### src/rtl/tick_scheduler.sv
// Per-channel clock-enable generator: one-cycle tick pulses at programmable
// divisors, with global start/stop and a one-cycle phase-align state.
module tick_scheduler #(
  parameter int NUM_CH = 4,
  parameter int DIV_W  = 16,
  parameter int CH_W   = 4
) (
  input  logic              CLK,
  input  logic              RST,
  input  logic              start,
  input  logic              stop,
  input  logic              sync,
  input  logic              cfg_valid,
  output logic              cfg_ready,
  input  logic [CH_W-1:0]   cfg_ch,
  input  logic [DIV_W-1:0]  cfg_div,
  output logic              cfg_err,
  output logic [NUM_CH-1:0] tick,
  output logic              running
);

  typedef enum logic [1:0] {
    IDLE  = 2'd0,
    RUN   = 2'd1,
    ALIGN = 2'd2
  } state_t;

  localparam logic [CH_W:0] NUM_CH_L = (CH_W+1)'(NUM_CH);

  state_t             state_q, state_d;
  logic [DIV_W-1:0]   div_q [NUM_CH];
  logic [DIV_W-1:0]   cnt_q [NUM_CH];
  logic [NUM_CH-1:0]  tick_q;
  logic               cfg_err_q;
  logic               wr_acc;
  logic               ch_ok;
  logic               counting;

  always_ff @(posedge CLK) begin
    if (RST) state_q <= IDLE;
    else     state_q <= state_d;
  end

  // stop dominates; sync only matters in RUN, start only in IDLE
  always_comb begin
    state_d = state_q;
    unique case (state_q)
      IDLE:    if (start && !stop) state_d = RUN;
      RUN: begin
        if (stop)      state_d = IDLE;
        else if (sync) state_d = ALIGN;
      end
      ALIGN:   state_d = stop ? IDLE : RUN;
      default: state_d = IDLE;
    endcase
  end

  assign cfg_ready = (state_q != ALIGN);
  assign wr_acc    = cfg_valid && cfg_ready;
  assign ch_ok     = ({1'b0, cfg_ch} < NUM_CH_L);
  // Counters advance only on edges that stay in RUN; entering RUN leaves
  // them at 0 so the first tick lands div cycles after the entry edge.
  assign counting  = (state_q == RUN) && (state_d == RUN);

  always_ff @(posedge CLK) begin
    if (RST) begin
      for (int i = 0; i < NUM_CH; i++) begin
        div_q[i] <= '0;
        cnt_q[i] <= '0;
      end
      tick_q    <= '0;
      cfg_err_q <= 1'b0;
    end else begin
      cfg_err_q <= wr_acc && !ch_ok;
      for (int i = 0; i < NUM_CH; i++) begin
        if (wr_acc && ch_ok && (cfg_ch == CH_W'(i))) begin
          div_q[i]  <= cfg_div;
          cnt_q[i]  <= '0;
          tick_q[i] <= 1'b0;
        end else if (!counting || (div_q[i] == '0)) begin
          cnt_q[i]  <= '0;
          tick_q[i] <= 1'b0;
        end else if (cnt_q[i] == (div_q[i] - DIV_W'(1))) begin
          cnt_q[i]  <= '0;
          tick_q[i] <= 1'b1;
        end else begin
          cnt_q[i]  <= cnt_q[i] + DIV_W'(1);
          tick_q[i] <= 1'b0;
        end
      end
    end
  end

  assign tick    = tick_q;
  assign cfg_err = cfg_err_q;
  assign running = (state_q != IDLE);

endmodule
### config.mk
export PLATFORM = sky130hd
export DESIGN_NAME = tick_scheduler
export DESIGN_NICKNAME = d
export VERILOG_FILES = /design/src/rtl/tick_scheduler.sv
export SDC_FILE = /design/constraint.sdc
export NUM_CORES = 1
export LEC_CHECK = 0
export ABC_CLOCK_PERIOD_IN_PS = 4200
export BUFFER_PORTS_ARGS = -buffer_cell sky130_fd_sc_hd__buf_2
export CAP_MARGIN = 10
export CORE_MARGIN = 3
export CORE_UTILIZATION = 45
export CTS_CLUSTER_SIZE = 16
export DETAILED_ROUTE_END_ITERATION = 8
export PLACE_DENSITY = 0.71
export SLEW_MARGIN = 5
export SYNTH_ARGS = -nofsm -noshare
export SYNTH_HDL_FRONTEND = slang
export SYNTH_SLANG_ARGS = --single-unit
### constraint.sdc
create_clock -name CLK -period 4.2 [get_ports CLK]
set_clock_uncertainty 0.2 [all_clocks]
set_input_delay 0.42 -clock CLK [delete_from_list [all_inputs] [get_ports CLK]]
set_output_delay 0.42 -clock CLK [all_outputs]
set_load 0.05 [all_outputs]
# [Word-level counts from Yosys, hierarchy flattened]
# Memory sizes are Yosys's and may differ from the RTL's.
# Cells that the tools add are included.
[word_totals] output_inout_bits=7 elab_cells=163 register_bits=7 inputBits=26 ram_bits=128 n_memories=2
[op_classes] n_reduce_logical=23 addsub=8 eq_ne=11 muxes=95 order_cmp=1 n_bitwise=20
[mem_list] memory="cnt_q" depth=4 word_bits=16 rd=4 rd_clocked_by_memory_dff=0 write_ports=4 line="32" source="logic [DIV_W-1:0] cnt_q [NUM_CH];"
[mem_list] memory="div_q" depth=4 word_bits=16 rd=4 rd_clocked_by_memory_dff=0 write_ports=4 line="31" source="logic [DIV_W-1:0] div_q [NUM_CH];"
[op_table] cell="2-to-1 mux 16 bit" n=20
[op_table] cell="2-to-1 mux 1 bit" n=71
[op_table] cell="adder 16 x 1 -> 16 bit, second input constant" n=4
[op_table] cell="equality test 16 bit" n=4
[op_table] cell="zero test 16 bit" n=4
[op_table] cell="subtractor 16 x 1 -> 16 bit, second input constant" n=4
[op_table] cell="bitwise OR 1 bit" n=20
[op_table] cell="logical AND 1 bit" n=9
[op_table] cell="equality test 4 x 2 -> 1 bit, second input constant" n=2
[op_table] cell="2-to-1 mux 2 bit" n=3
[op_table] cell="one-hot mux 2 bit (3 select lines)" n=1
[op_table] cell="equality test 2 x 1 -> 1 bit, second input constant" n=2
[op_table] cell="equality test 4 x 1 -> 1 bit, second input constant" n=1
[op_table] cell="zero test 4 bit" n=1
[op_table] cell="logical OR 1 bit" n=4
[op_table] cell="< comparator 4 x 3 -> 1 bit, second input constant" n=1
[op_table] cell="zero test 1 bit" n=3
[op_table] cell="equality test 2 bit, second input constant" n=1
[op_table] cell="zero test 2 bit" n=1
[op_table] cell="!= test 2 bit, second input constant" n=1
[op_table] cell="nonzero test 2 bit" n=1

# [Logic depth before layout (Yosys ltp)]
[depth] ltp_word=15 mapped_depth=10 mapped_depth_nobuf=8

# [Least setup slack after synthesis]
# Ideal clock, no wire load.
[synth_timing] path_kind="register to register" start="mem div_q[1][0]" end="mem cnt_q[1][10] (data pin)" n_path_buf=2 stages_incl_launch_ff=11 path_slack_ns=0.614 t_arrival_ns=3.131 setup_time_ns=0.254 synth_period_minus_slack_ns=3.586 required_time_ns=3.746 path_cell_list="edfxtp_1 inv_1 ha_1 or4b_4 or4_1 clkbuf_1 xnor3_1 or4_1 o41ai_4 buf_4 nor2_1"
[synth_lines] item="start, declared" line="31"
[synth_lines] item="end, declared" line="32"

==> metrics.cfg <==
[outcome]
status = finished clean

[worst_setup_path]
startpoint = div_q[1][0]
critPathMaxFanout = 16
r2r-end = cnt_q[1][13]
path_buf_inv = 2
cp.arrival_ns = 3.64
path_cells = inv_1 > ha_1 > or4b_4 > or4_1 > xnor3_1 > or4_1 > o41ai_4 > buf_4 > nor2_1
worstSetupPathType = flop to flop
required_ns = 4.16
rr_worst_depth = 9
r2r_start = div_q[1][0]
cp_top_family = simple AND/OR/NAND/NOR gates
rrSetupSlack_ns = 0.52
end_kind = flop
slowest_delay_ns = 0.64
endpoint = cnt_q[1][13]
cp.depth = 9
crit_path_frequent_cell = or4_1
crit_slowest_cell = or4_1
cp-start-kind = flop

[sta]
setup_viol = 0
post-route-period-util_pct = 87.6
slew_headroom_pct = 35.6
max_freq_mhz = 272
finalMaxSlewViolations = 0
finalSetupTns_ns = 0
hold_violations = 0
worst_slew_pin_slew_ns = 0.957
period_minus_slack_ns = 3.68
rsz0062_at_grt = no

[cts]
clk_pin_slew_worst_paths_ns = 0.06
cts_buffer_depth = 2
clk_latency_ns = 0.41
cts_resized = 0
cts_root_buf = clkbuf_16
cts.htree.levels = 4
cts_tree = yes
holdBufCountCts = 0
clock-sinks = 135
cts_made_buffers = 17
cts_setup_buffers = 0

[logic_synthesis]
ys_warn_count = 0
synthArstFlopShare_pct = 0
syn_avg_cell_area_um2 = 10.1
synth_flop_cell = edfxtp_1
yosysTopAreaCellShare_pct = 45.7
synth_edf_count = 128
synth_top_area_cell = edfxtp_1
synth_cell_types = 65
syn-instance-count = 835
syn-cell-area_mm2 = 0.00842
synth_seq_cells = 135
synth.area.top_cells = edfxtp_1, xnor2_1, xor2_1
seq_area_frac_synth_pct = 47.3

[power]
vdd_drop_max_uv = 317
combPwrFrac_pct = 8.7
power.share.clock_pct = 40.4
seqPwrFrac_pct = 50.9
p_leak_nw = 3.50
powerDensity_mw_per_mm2 = 331
switching_share_pct = 24.7
switching_power_w = 0.000777
intPower_w = 0.00237

[finish]
nets = 960
synthToLayoutAreaGrowth_pct = 12.9
final_common_cell = edfxtp_1
design_area_mm2 = 0.00951
regArea_mm2 = 0.00398
num-fill-cells = 1660
drive_above_1_share_pct = 8.54
mostFrequentLayoutCells = edfxtp_1, nor2_1, xnor2_1
multiInputGateArea_mm2 = 0.00445

[drt]
final_antenna_net_count = 0
wl_um = 17700
wl_per_cell_um = 15.1
dr_total_vias = 6247
drt-pass1-iter-count = 5
viasPerCell = 5.35
drt_iter0_drc = 533
remaining_drc_errors = 0

[min_path]
hp-start = cfg_valid
worstHoldPathType = primary input to flop

[grt]
track_usage_pct = 17.8
grt_pass1_vias = 5892
grt_util_met2_pct = 27.0
grtUsageMet1_pct = 25.3
grt_overflow = 0
top_usage_layer = met2
grt_pass1_wl_um = 28800
grt_use_met3_pct = 4.19
grt_max_degree = 18
antenna_found_initial = 1

[floorplan]
start_util_pct = 46.4
die_h_um = 143
die_w_um = 143
row_count = 49
die-area_mm2 = 0.0204
ios = 33
core-area_mm2 = 0.0181

[run]
drv_cap = 0

[placement]
dp_hpwl_um = 13100
place.gp.congestion = 0.849
placedInstanceArea_mm2 = 0.00900
port_buffers = 32

-- Yosys cell counts (5+ instances only) --
| library cell | count |
|---|---|
| nand2_1 | 68 |
| nor4_1 | 18 |
| or4_1 | 7 |
| nand3_1 | 34 |
| inv_1 | 23 |
| xor2_1 | 59 |
| nand4_1 | 22 |
| a31oi_1 | 7 |
| nor3_1 | 42 |
| edfxtp_1 | 128 |
| ha_1 | 8 |
| or2_2 | 5 |
| nand3b_1 | 6 |
| a21oi_1 | 25 |
| nor2_1 | 87 |
| and3_1 | 9 |
| xnor2_1 | 76 |
| nand2b_1 | 7 |
| nor3b_1 | 6 |
| clkbuf_1 | 23 |
| nor4b_1 | 6 |
| dfxtp_1 | 7 |
| and2_1 | 66 |
| or3_1 | 12 |
| nor2b_1 | 5 |
| o21ai_0 | 6 |
-- state kept, by name, summed over array words and instances (netlist names) --
signal and cells:
div_q 64, cfg_err 1, cnt_q 64, state_q 2
tick 4
-- worst register-to-register path, delay by kind of cell, from the launching register on --
kind                     cells  cell delay (ns)
XOR/XNOR                     1             0.22
flip-flops                   1             0.45
AO/OA/AOI/OAI                1             0.29
buffers and inverters        2             0.34
adder cells (fa/ha/maj)      1             0.24
AND/OR/NAND/NOR              4             1.70
-- worst min-delay path by stage --
| stage | to | cells past startpoint |
|---|---|---|
| global placement | state_q[1] | 2 |
| floorplan | state_q[1] | 1 |
| global route | state_q[1] | 2 |
| detailed placement | state_q[1] | 2 |
| CTS | state_q[0] | 2 |
| finish | cfg_err | 3 |
-- metal layers --
layer  vias up  share of wire (%)
met4         0                1.1
met2       131                 44
met1      2976                 49
met5         -                  0
li1       3127                  -
met3        13                5.4
-- cells by family (layout without fill, tap and decap cells) --
logic type | count (synthesis) | count (layout) | share of synthesized area [%]
AO/OA/AOI/OAI | 78 | 78 | 6.91
other | 1 | 65 | 0.0446
flip-flops | 135 | 135 | 47.3
XOR/XNOR | 137 | 137 | 14.6
AND/OR/NAND/NOR | 419 | 419 | 26.7
multiplexers | 5 | 5 | 0.610
buffers and inverters | 52 | 91 | 2.59
adder cells (fa/ha/maj) | 8 | 8 | 1.19
-- layout make-up --
type	count	area share, %
tap	229	3.01
clock inverter	13	0.711
clock buffer	17	4.48
timing repair buffer	38	2.13
antenna	1	0.0263
inverter	23	0.908
multi-input combinational	711	46.8
sequential	135	41.9
-- power by group through the flow --
stage	sequential, W	clock, W	combinational (W)
2_1_floorplan	0.00160	0	0.000214
3_3_place_gp	0.00163	0	0.000264
3_5_place_dp	0.00163	0	0.000269
4_1_cts	0.00160	0.00131	0.000271
5_1_grt	0.00161	0.00136	0.000304
6_report	0.00160	0.00127	0.000274
-- per-stage QoR --
stage | util, % | cells | hold slack (ns) | total power, W | setup slack, ns
5_1_grt | 52.4 | 1167 | 0.0336 | 0.00328 | 0.300
4_1_cts | 52.3 | 1165 | 0.0246 | 0.00318 | 0.499
2_1_floorplan | - | 898 | 0.297 | 0.00182 | 0.614
6_report | 52.4 | 1167 | 0.0468 | 0.00315 | 0.519
3_3_place_gp | 49.6 | 1135 | 0.328 | 0.00189 | 0.618
3_5_place_dp | 49.6 | 1135 | 0.335 | 0.00190 | 0.532
No activity file was read; power rests on OpenSTA's default activity.
